`src/rtl/serial_digit_adder.sv`:
```
// rtl/serial_digit_adder.sv - digit-serial add/subtract with valid/ready handshakes
module serial_digit_adder #(
  parameter int WIDTH = 16,
  parameter int DIGIT = 4
) (
  input  logic             clk,
  input  logic             reset,
  input  logic             in_valid,
  output logic             in_ready,
  input  logic [WIDTH-1:0] a,
  input  logic [WIDTH-1:0] b,
  input  logic             c_in,
  input  logic             sub,
  output logic             out_valid,
  input  logic             out_ready,
  output logic [WIDTH-1:0] s,
  output logic             c_out,
  output logic             ovf
);

  localparam int N  = WIDTH / DIGIT;
  localparam int CW = (N > 1) ? $clog2(N) : 1;

  if (WIDTH < 1 || DIGIT < 1 || (WIDTH % DIGIT) != 0) begin : g_param_check
    $error("serial_digit_adder: WIDTH must be >= 1 and a multiple of DIGIT >= 1");
  end

  typedef enum logic [1:0] {
    IDLE = 2'd0,
    BUSY = 2'd1,
    DONE = 2'd2
  } state_t;

  state_t           state_q, state_d;
  logic [WIDTH-1:0] a_q, a_d;
  logic [WIDTH-1:0] b_q, b_d;
  logic             carry_q, carry_d;
  logic [CW-1:0]    cnt_q, cnt_d;
  logic [WIDTH-1:0] s_q, s_d;
  logic             c_out_q, c_out_d;
  logic             ovf_q, ovf_d;

  // One digit of the addition: DIGIT+1 bits so the carry out falls in the top bit.
  logic [DIGIT:0]   dsum;
  logic             msb_cin;

  assign dsum = {1'b0, a_q[DIGIT-1:0]} + {1'b0, b_q[DIGIT-1:0]} + {{DIGIT{1'b0}}, carry_q};
  // Carry into the digit's top bit, recovered from that bit's sum = a ^ b ^ cin.
  assign msb_cin = a_q[DIGIT-1] ^ b_q[DIGIT-1] ^ dsum[DIGIT-1];

  // Next-state and datapath updates; subtract is a + ~b + ~borrow_in.
  always_comb begin
    state_d = state_q;
    a_d     = a_q;
    b_d     = b_q;
    carry_d = carry_q;
    cnt_d   = cnt_q;
    s_d     = s_q;
    c_out_d = c_out_q;
    ovf_d   = ovf_q;
    case (state_q)
      IDLE: begin
        if (in_valid) begin
          a_d     = a;
          b_d     = sub ? ~b : b;
          carry_d = c_in ^ sub;
          cnt_d   = '0;
          state_d = BUSY;
        end
      end
      BUSY: begin
        s_d[cnt_q*DIGIT +: DIGIT] = dsum[DIGIT-1:0];
        carry_d = dsum[DIGIT];
        a_d     = a_q >> DIGIT;
        b_d     = b_q >> DIGIT;
        cnt_d   = cnt_q + CW'(1);
        if (cnt_q == CW'(N - 1)) begin
          c_out_d = dsum[DIGIT];
          ovf_d   = msb_cin ^ dsum[DIGIT];
          state_d = DONE;
        end
      end
      DONE: begin
        if (out_ready) begin
          state_d = IDLE;
        end
      end
      default: state_d = IDLE;
    endcase
  end

  // State and datapath registers; reset discards any operation in flight.
  always_ff @(posedge clk or posedge reset) begin
    if (reset) begin
      state_q <= IDLE;
      a_q     <= '0;
      b_q     <= '0;
      carry_q <= 1'b0;
      cnt_q   <= '0;
      s_q     <= '0;
      c_out_q <= 1'b0;
      ovf_q   <= 1'b0;
    end else begin
      state_q <= state_d;
      a_q     <= a_d;
      b_q     <= b_d;
      carry_q <= carry_d;
      cnt_q   <= cnt_d;
      s_q     <= s_d;
      c_out_q <= c_out_d;
      ovf_q   <= ovf_d;
    end
  end

  assign in_ready  = (state_q == IDLE);
  assign out_valid = (state_q == DONE);
  assign s         = s_q;
  assign c_out     = c_out_q;
  assign ovf       = ovf_q;

endmodule

```
`config.mk`:
```
export PLATFORM = sky130hd
export DESIGN_NAME = serial_digit_adder
export DESIGN_NICKNAME = d
export VERILOG_FILES = /design/src/rtl/serial_digit_adder.sv
export SDC_FILE = /design/constraint.sdc
export NUM_CORES = 1
export LEC_CHECK = 0
export BUFFER_PORTS_ARGS = -buffer_cell sky130_fd_sc_hd__buf_2
export CORE_ASPECT_RATIO = 0.8
export CORE_MARGIN = 3
export CORE_UTILIZATION = 50
export CTS_CLUSTER_SIZE = 8
export DETAILED_ROUTE_END_ITERATION = 16
export GPL_TIMING_DRIVEN = 0
export PLACE_DENSITY = 0.83
export SETUP_SLACK_MARGIN = 0.05
export SLEW_MARGIN = 15
export SYNTH_ARGS = -nofsm -noshare
export SYNTH_HDL_FRONTEND = slang
export SYNTH_SLANG_ARGS = --single-unit
```
`constraint.sdc`:
```
create_clock -name clk -period 2.7 [get_ports clk]
set_clock_uncertainty 0.1 [all_clocks]
set_input_delay 0.135 -clock clk [delete_from_list [all_inputs] [get_ports clk]]
set_output_delay 0.135 -clock clk [all_outputs]
set_load 0.005 [all_outputs]
```
# [Yosys cells after proc, flatten, opt, wreduce, memory -nomap -nowiden]
# Index checks and enable logic that the tools add are counted.
[classes] addsub=4 eq_ne=6 n_shift=2 mux=14 bitwise_logic=5 reduce_logical=5
[ops] operator="case mux 16 bit (2 select lines)" n=2
[ops] operator="2-to-1 mux 16 bit" n=3
[ops] operator="negation 4 -> 34 bit" n=1
[ops] operator="variable shift 4 x 34 -> 16 bit, first input constant" n=1
[ops] operator="variable part select 4 x 34 -> 16 bit" n=1
[ops] operator="bitwise mux 16 bit" n=1
[ops] operator="NOT 16 bit" n=1
[ops] operator="2-to-1 mux 2 bit" n=4
[ops] operator="case mux 2 bit (3 select lines)" n=1
[ops] operator="adder 4 x 4 -> 5 bit" n=1
[ops] operator="adder 5 x 1 -> 5 bit" n=1
[ops] operator="== test 2 bit, second input constant" n=2
[ops] operator="!= test 2 bit, second input constant" n=2
[ops] operator="case mux 2 bit (2 select lines)" n=1
[ops] operator="AND reduction 2 bit" n=2
[ops] operator="XOR 1 bit" n=4
[ops] operator="AND reduction 3 bit" n=1
[ops] operator="adder 2 x 1 -> 2 bit, second input constant" n=1
[ops] operator="== test 2 x 1 -> 1 bit, second input constant" n=1
[ops] operator="zero test 2 bit" n=1
[ops] operator="!= test 2 x 1 -> 1 bit, second input constant" n=1
[ops] operator="case mux 1 bit (2 select lines)" n=1
[ops] operator="nonzero test 2 bit" n=1
[ops] operator="2-to-1 mux 1 bit" n=1
[word_totals] ff_bits=55 in_bits=38 out_inout_bits=20 word_cells=44

# [Longest topological paths before layout]
[depth] depth_word=4 ltp_mapped=6 ltp_nobuf=6

# [Worst setup path before layout]
# No wires, ideal clock.
[synth_path] path_kind="reg-to-reg" start="register a_q[0]" end="register ovf_q (netlist: ovf)" setup_time_ns=0.128 arrival_time_ns=1.818 required_ns=2.472 slack_ns=0.654 stages_incl_launch_ff=7 path_buffers=0 period_less_slack_ns=2.046 path_cell_list="dfrtp_1 fa_1 fa_1 a21o_1 a21oi_1 xnor2_1 o21ai_0"
[synth_between] elab_chain_len=4
[synth_lines] element="from (decl)" line="35" rtl="logic [WIDTH-1:0] a_q, a_d;"
[synth_lines] element="from (signal assigned)" line="96" rtl="a_q <= '0;"
[synth_lines] element="from (signal assigned)" line="105" rtl="a_q <= a_d;"
[synth_lines] element="adder 4 x 4 -> 5 bit (*)" line="47" rtl="assign dsum = {1'b0, a_q[DIGIT-1:0]} + {1'b0, b_q[DIGIT-1:0]} + {{DIGIT{1'b0}}, carry_q};"
[synth_lines] element="adder 5 x 1 -> 5 bit (*)" line="47"
[synth_lines] element="XOR 1 bit" line="49" rtl="assign msb_cin = a_q[DIGIT-1] ^ b_q[DIGIT-1] ^ dsum[DIGIT-1];"
[synth_lines] element="XOR 1 bit (*)" line="79" rtl="ovf_d = msb_cin ^ dsum[DIGIT];"
[synth_lines] element="to (signal assigned)" line="111" rtl="ovf_q <= ovf_d;"
[synth_lines] element="to (decl)" line="41" rtl="logic ovf_q, ovf_d;"
# Mark *: on every way between the ends. The rest lies on a longest branch, timed or not.
# A chain may end at the register's enable or synchronous reset.

# [Final worst setup path]
# Same ends and word-level chain as after synthesis.

==> qor_table.md <==
| Stage | Item | Value |
|:---|:---|:---|
| status | Result of the run | finished, final reports clean |
| power and ir drop | Highest ir drop seen on vdd | 0.000492 V |
| setup path | Req. time, crit path | 2.81 ns |
| sta | TNS Setup | 0 ns |
| logic synthesis | Number of enable-type register cells in the synthesized netlist | 0 |
| setup path | Endpoint arrival time on the critical path | 2.30 ns |
| sta | Post-layout worst setup margin | 0.506 ns |
| sta | Relative slew slack | 56.1% |
| power and ir drop | Static Leakage | 1.53 nW |
| power and ir drop | Internal | 2.08 mW |
| routing | Total wire length | 5.51 mm |
| grt | Grt ovf | 0 |
| logic synthesis | Netlist area before placement | 2660 sq um |
| floorplan | Floorplan row count | 23 |
| setup path | Kind of start point of the critical path | register |
| setup path | Endpoint class of the critical path | register |
| logic synthesis | Prevailing post-synth register cell | sky130_fd_sc_hd__dfrtp_1 |
| power and ir drop | Share of total power in sequential cells | 39.6% |
| cts | Clock latency of the later-clocked register in the worst-skew pair | 0.31 ns |
| sta | Hold violation total from the final report | 0 |
| logic synthesis | Post-synth net total | 288 |
| routing | Vias per Instance | 5.41 |
| layout | Area of the multi-input gates | 1210 sq um |
| grt | Via count of the first global-routing pass | 1969 |
| logic synthesis | Fraction of registers with async set or reset after synthesis | 100% |
| layout | Area growth from synthesis to layout | 20.0% |
| power and ir drop | Switching Fraction | 40.2% |
| logic synthesis | Post-Synthesis Cells | 239 |
| setup path | CP Max Fanout | 3 |
| routing | Routed via count | 2011 |
| cts | CTS tree | yes |
| hold path | Number of stages on the worst hold path | 3 |
| sta | Tmin final | 2.19 ns |
| job | Max capacitance violation total | 0 |
| logic synthesis | Register area share after synthesis | 51.7% |
| routing | Number of optimization iterations in the first detailed-route pass | 4 |
| power and ir drop | Clock share of power | 13.5% |
| setup path | Cells on worst reg2reg path | 6 |
| routing | Wire length per cell after detailed routing | 14.8 microns |
| placement | Pre-CTS setup slack | 0.492 ns |
| floorplan | Core Footprint | 5060 sq um |
| sta | Count of pins over their slew limit | 0 |
| routing | Initial drt markers | 131 |
| routing | Final antenna-violating net count | 0 |
| sta | Final number of setup-violating endpoints | 0 |
| floorplan | Count of pins on the block boundary | 58 |
| logic synthesis | Commonest cells in the netlist | sky130_fd_sc_hd__dfrtp_1, sky130_fd_sc_hd__a22o_1, sky130_fd_sc_hd__nand2_1 |
| cts | H-tree depth reported by CTS | 2 |
| setup path | Worst R2R Setup Slack | 0.51 ns |
| floorplan | X dimension of the die | 87.6 microns |
| power and ir drop | Power density over the cells | 1090 nW/um^2 |
| placement | Detailed-placement wirelength estimate | 4.09 mm |
| layout | Register area | 1380 sq um |
| setup path | Setup Crit Path Kind | register to register |
| sta | Unrepaired setup endpoints after global routing | no |
| hold path | Hold/Removal Path Class | primary input to register |
| logic synthesis | Count of yosys warnings during synthesis | 0 |
| grt | Aggregate global-route resource usage | 19.4% |
| floorplan | Die area | 6240 sq um |
| grt | First-pass GRT wire length | 9.52 mm |
| placement | I/O Buffers | 56 |
| floorplan | Initial standard-cell utilization of the core | 52.5% |
| layout | Share of post-route cells with drive strength above 1 | 24.5% |
| power and ir drop | Portion of total power attributed to combinational logic | 46.9% |
| layout | Final antenna diode count | 0 |
| cts | Number of clock sinks | 55 |
| layout | Filler cell count in the final layout | 424 |
| layout | Core occupancy in the finished layout | 63.0% |
| sta | Final period utilization | 81.2% |
| logic synthesis | Ranking of synthesized cells by area | sky130_fd_sc_hd__dfrtp_1, sky130_fd_sc_hd__a22o_1, sky130_fd_sc_hd__xnor2_1 |
| floorplan | Vertical die dimension | 71.3 microns |
| cts | Root buffer selected by CTS | sky130_fd_sc_hd__clkbuf_8 |
| logic synthesis | Most instantiated library cell after synthesis | sky130_fd_sc_hd__dfrtp_1 |
| sta | Maximum achievable frequency | 0.456 GHz |
| cts | Clock input transition at the sequential cells of the worst setup and hold paths | 0.11 ns |
| logic synthesis | Fraction of synthesized cell area taken by the top area cell type | 51.7% |
| logic synthesis | Flip-flop and latch count after synthesis | 55 |
| layout | Final #Nets | 358 |
| logic synthesis | Cell type with the largest total area after synthesis | sky130_fd_sc_hd__dfrtp_1 |
| cts | Clk buf depth | 2 |
| cts | Num CTS Buffers | 5 |
| sta | Transition time of the tightest slew-check pin | 0.655 ns |
| logic synthesis | Distinct cell type count after synthesis | 26 |
| grt | Pin count of the biggest net entering global routing | 37 |
| placement | Placer congestion estimate | 0.827 |
| grt | Initial antenna violation count | 0 |
| logic synthesis | Avg Synthesized Cell Area | 11.1 sq um |
| power and ir drop | Switching power | 1.40 mW |
| routing | DRC | 0 |
## layout make-up
| class | instances | share of cell area (%) |
|---|---|---|
| buffer | 14 | 2.00 |
| clock buffer | 5 | 2.16 |
| clock inverter | 3 | 0.784 |
| inverter | 3 | 0.353 |
| multi-input combinational | 167 | 37.9 |
| sequential | 55 | 43.1 |
| tap | 62 | 2.43 |
| timing repair buffer | 63 | 11.3 |
## layout by cell type, fill, tap and decap left out, drive strengths merged
master       Yosys  layout
nor4             1       1
dlygate4sd3      0       6
dfrtp           55      55
a21o             2       2
xor2             5       5
a22o            24      24
and4             2       2
buf              7      64
ha               9       9
nand2b           4       4
clkinv           0       2
nor2b           14      14
inv              3       3
fa               2       2
o31a             1       1
o21ai           18      18
or2              1       1
nor2             5       5
and2b            1       1
nand2           23      23
a22oi           12      12
clkbuf           7      12
o22a            12      12
clkinvlp         0       1
xnor2           15      15
a21oi           15      15
nor4b            1       1
## timing repair
| item | in CTS | in global routing |
|---|---|---|
| endpoints found under the hold margin | 24 | 0 |
| gates resized for setup | 0 | 0 |
| setup buffers | 0 | 0 |
| hold buffers | 6 | 0 |
## path summary, 6_finish.rpt
path,to,from
setup / recovery,ovf,a_q[0]
hold / removal,a_q[8],a[8]
setup reg to reg,ovf,a_q[0]
hold reg to reg,c_out,c_out
max in group asynchronous,c_out,reset
min in group asynchronous,s[12],reset
## sequential cells by signal (all words and copies together) (netlist names)
signal,flops
cnt_q,2
a_q,16
state_q,2
b_q,16
c_out,1
s,16
carry_q,1
ovf,1
## power groups by stage
stage | combinational, mW | sequential, mW | clock [mW]
2_1_floorplan | 1.19 | 1.36 | 0
3_3_place_gp | 1.60 | 1.38 | 0
3_5_place_dp | 1.65 | 1.40 | 0
5_1_grt | 1.86 | 1.43 | 0.505
6_report | 1.63 | 1.38 | 0.470
4_1_cts | 1.66 | 1.38 | 0.472
## routing by layer
| metal | vias up | share of wire [%] | global-route usage [%] |
|---|---|---|---|
| met5 | - | 0 | 0 |
| met4 | 0 | 0.91 | 4.43 |
| met3 | 6 | 6.4 | 4.60 |
| met2 | 59 | 46 | 29.7 |
| met1 | 952 | 47 | 28.2 |
| li1 | 994 | - | - |
## stage by stage
step | cell area, sq um | std cells | power [mW] | hold WS, ns
after floorplan | 2660 | 239 | 2.54 | 0.168
after global placement | 3020 | 357 | 2.98 | 0.253
after detailed placement | 3040 | 358 | 3.05 | 0.0549
after CTS | 3190 | 372 | 3.51 | 0.0124
after global routing | 3190 | 372 | 3.80 | 0.0107
final | 3190 | 372 | 3.48 | 0.0120
## worst max-delay path, cell delays in order, from the launching register on
cell and delay (ns):
sky130_fd_sc_hd__dfrtp_1 0.42, sky130_fd_sc_hd__fa_1 0.46, sky130_fd_sc_hd__fa_1 0.41, sky130_fd_sc_hd__a21o_1 0.19, sky130_fd_sc_hd__a21oi_1 0.27, sky130_fd_sc_hd__xnor2_1 0.16, sky130_fd_sc_hd__o21ai_0 0.08
## cells by family after synthesis
logic type / after synthesis / share of synthesized area [%]
compound gates: 84 / 22.3
flops: 55 / 51.7
simple gates: 52 / 10.8
xor+xnor: 20 / 6.58
buf+inv: 17 / 2.82
fa+ha+maj: 11 / 5.74
Note: power is estimated with default switching activity, not from simulation.
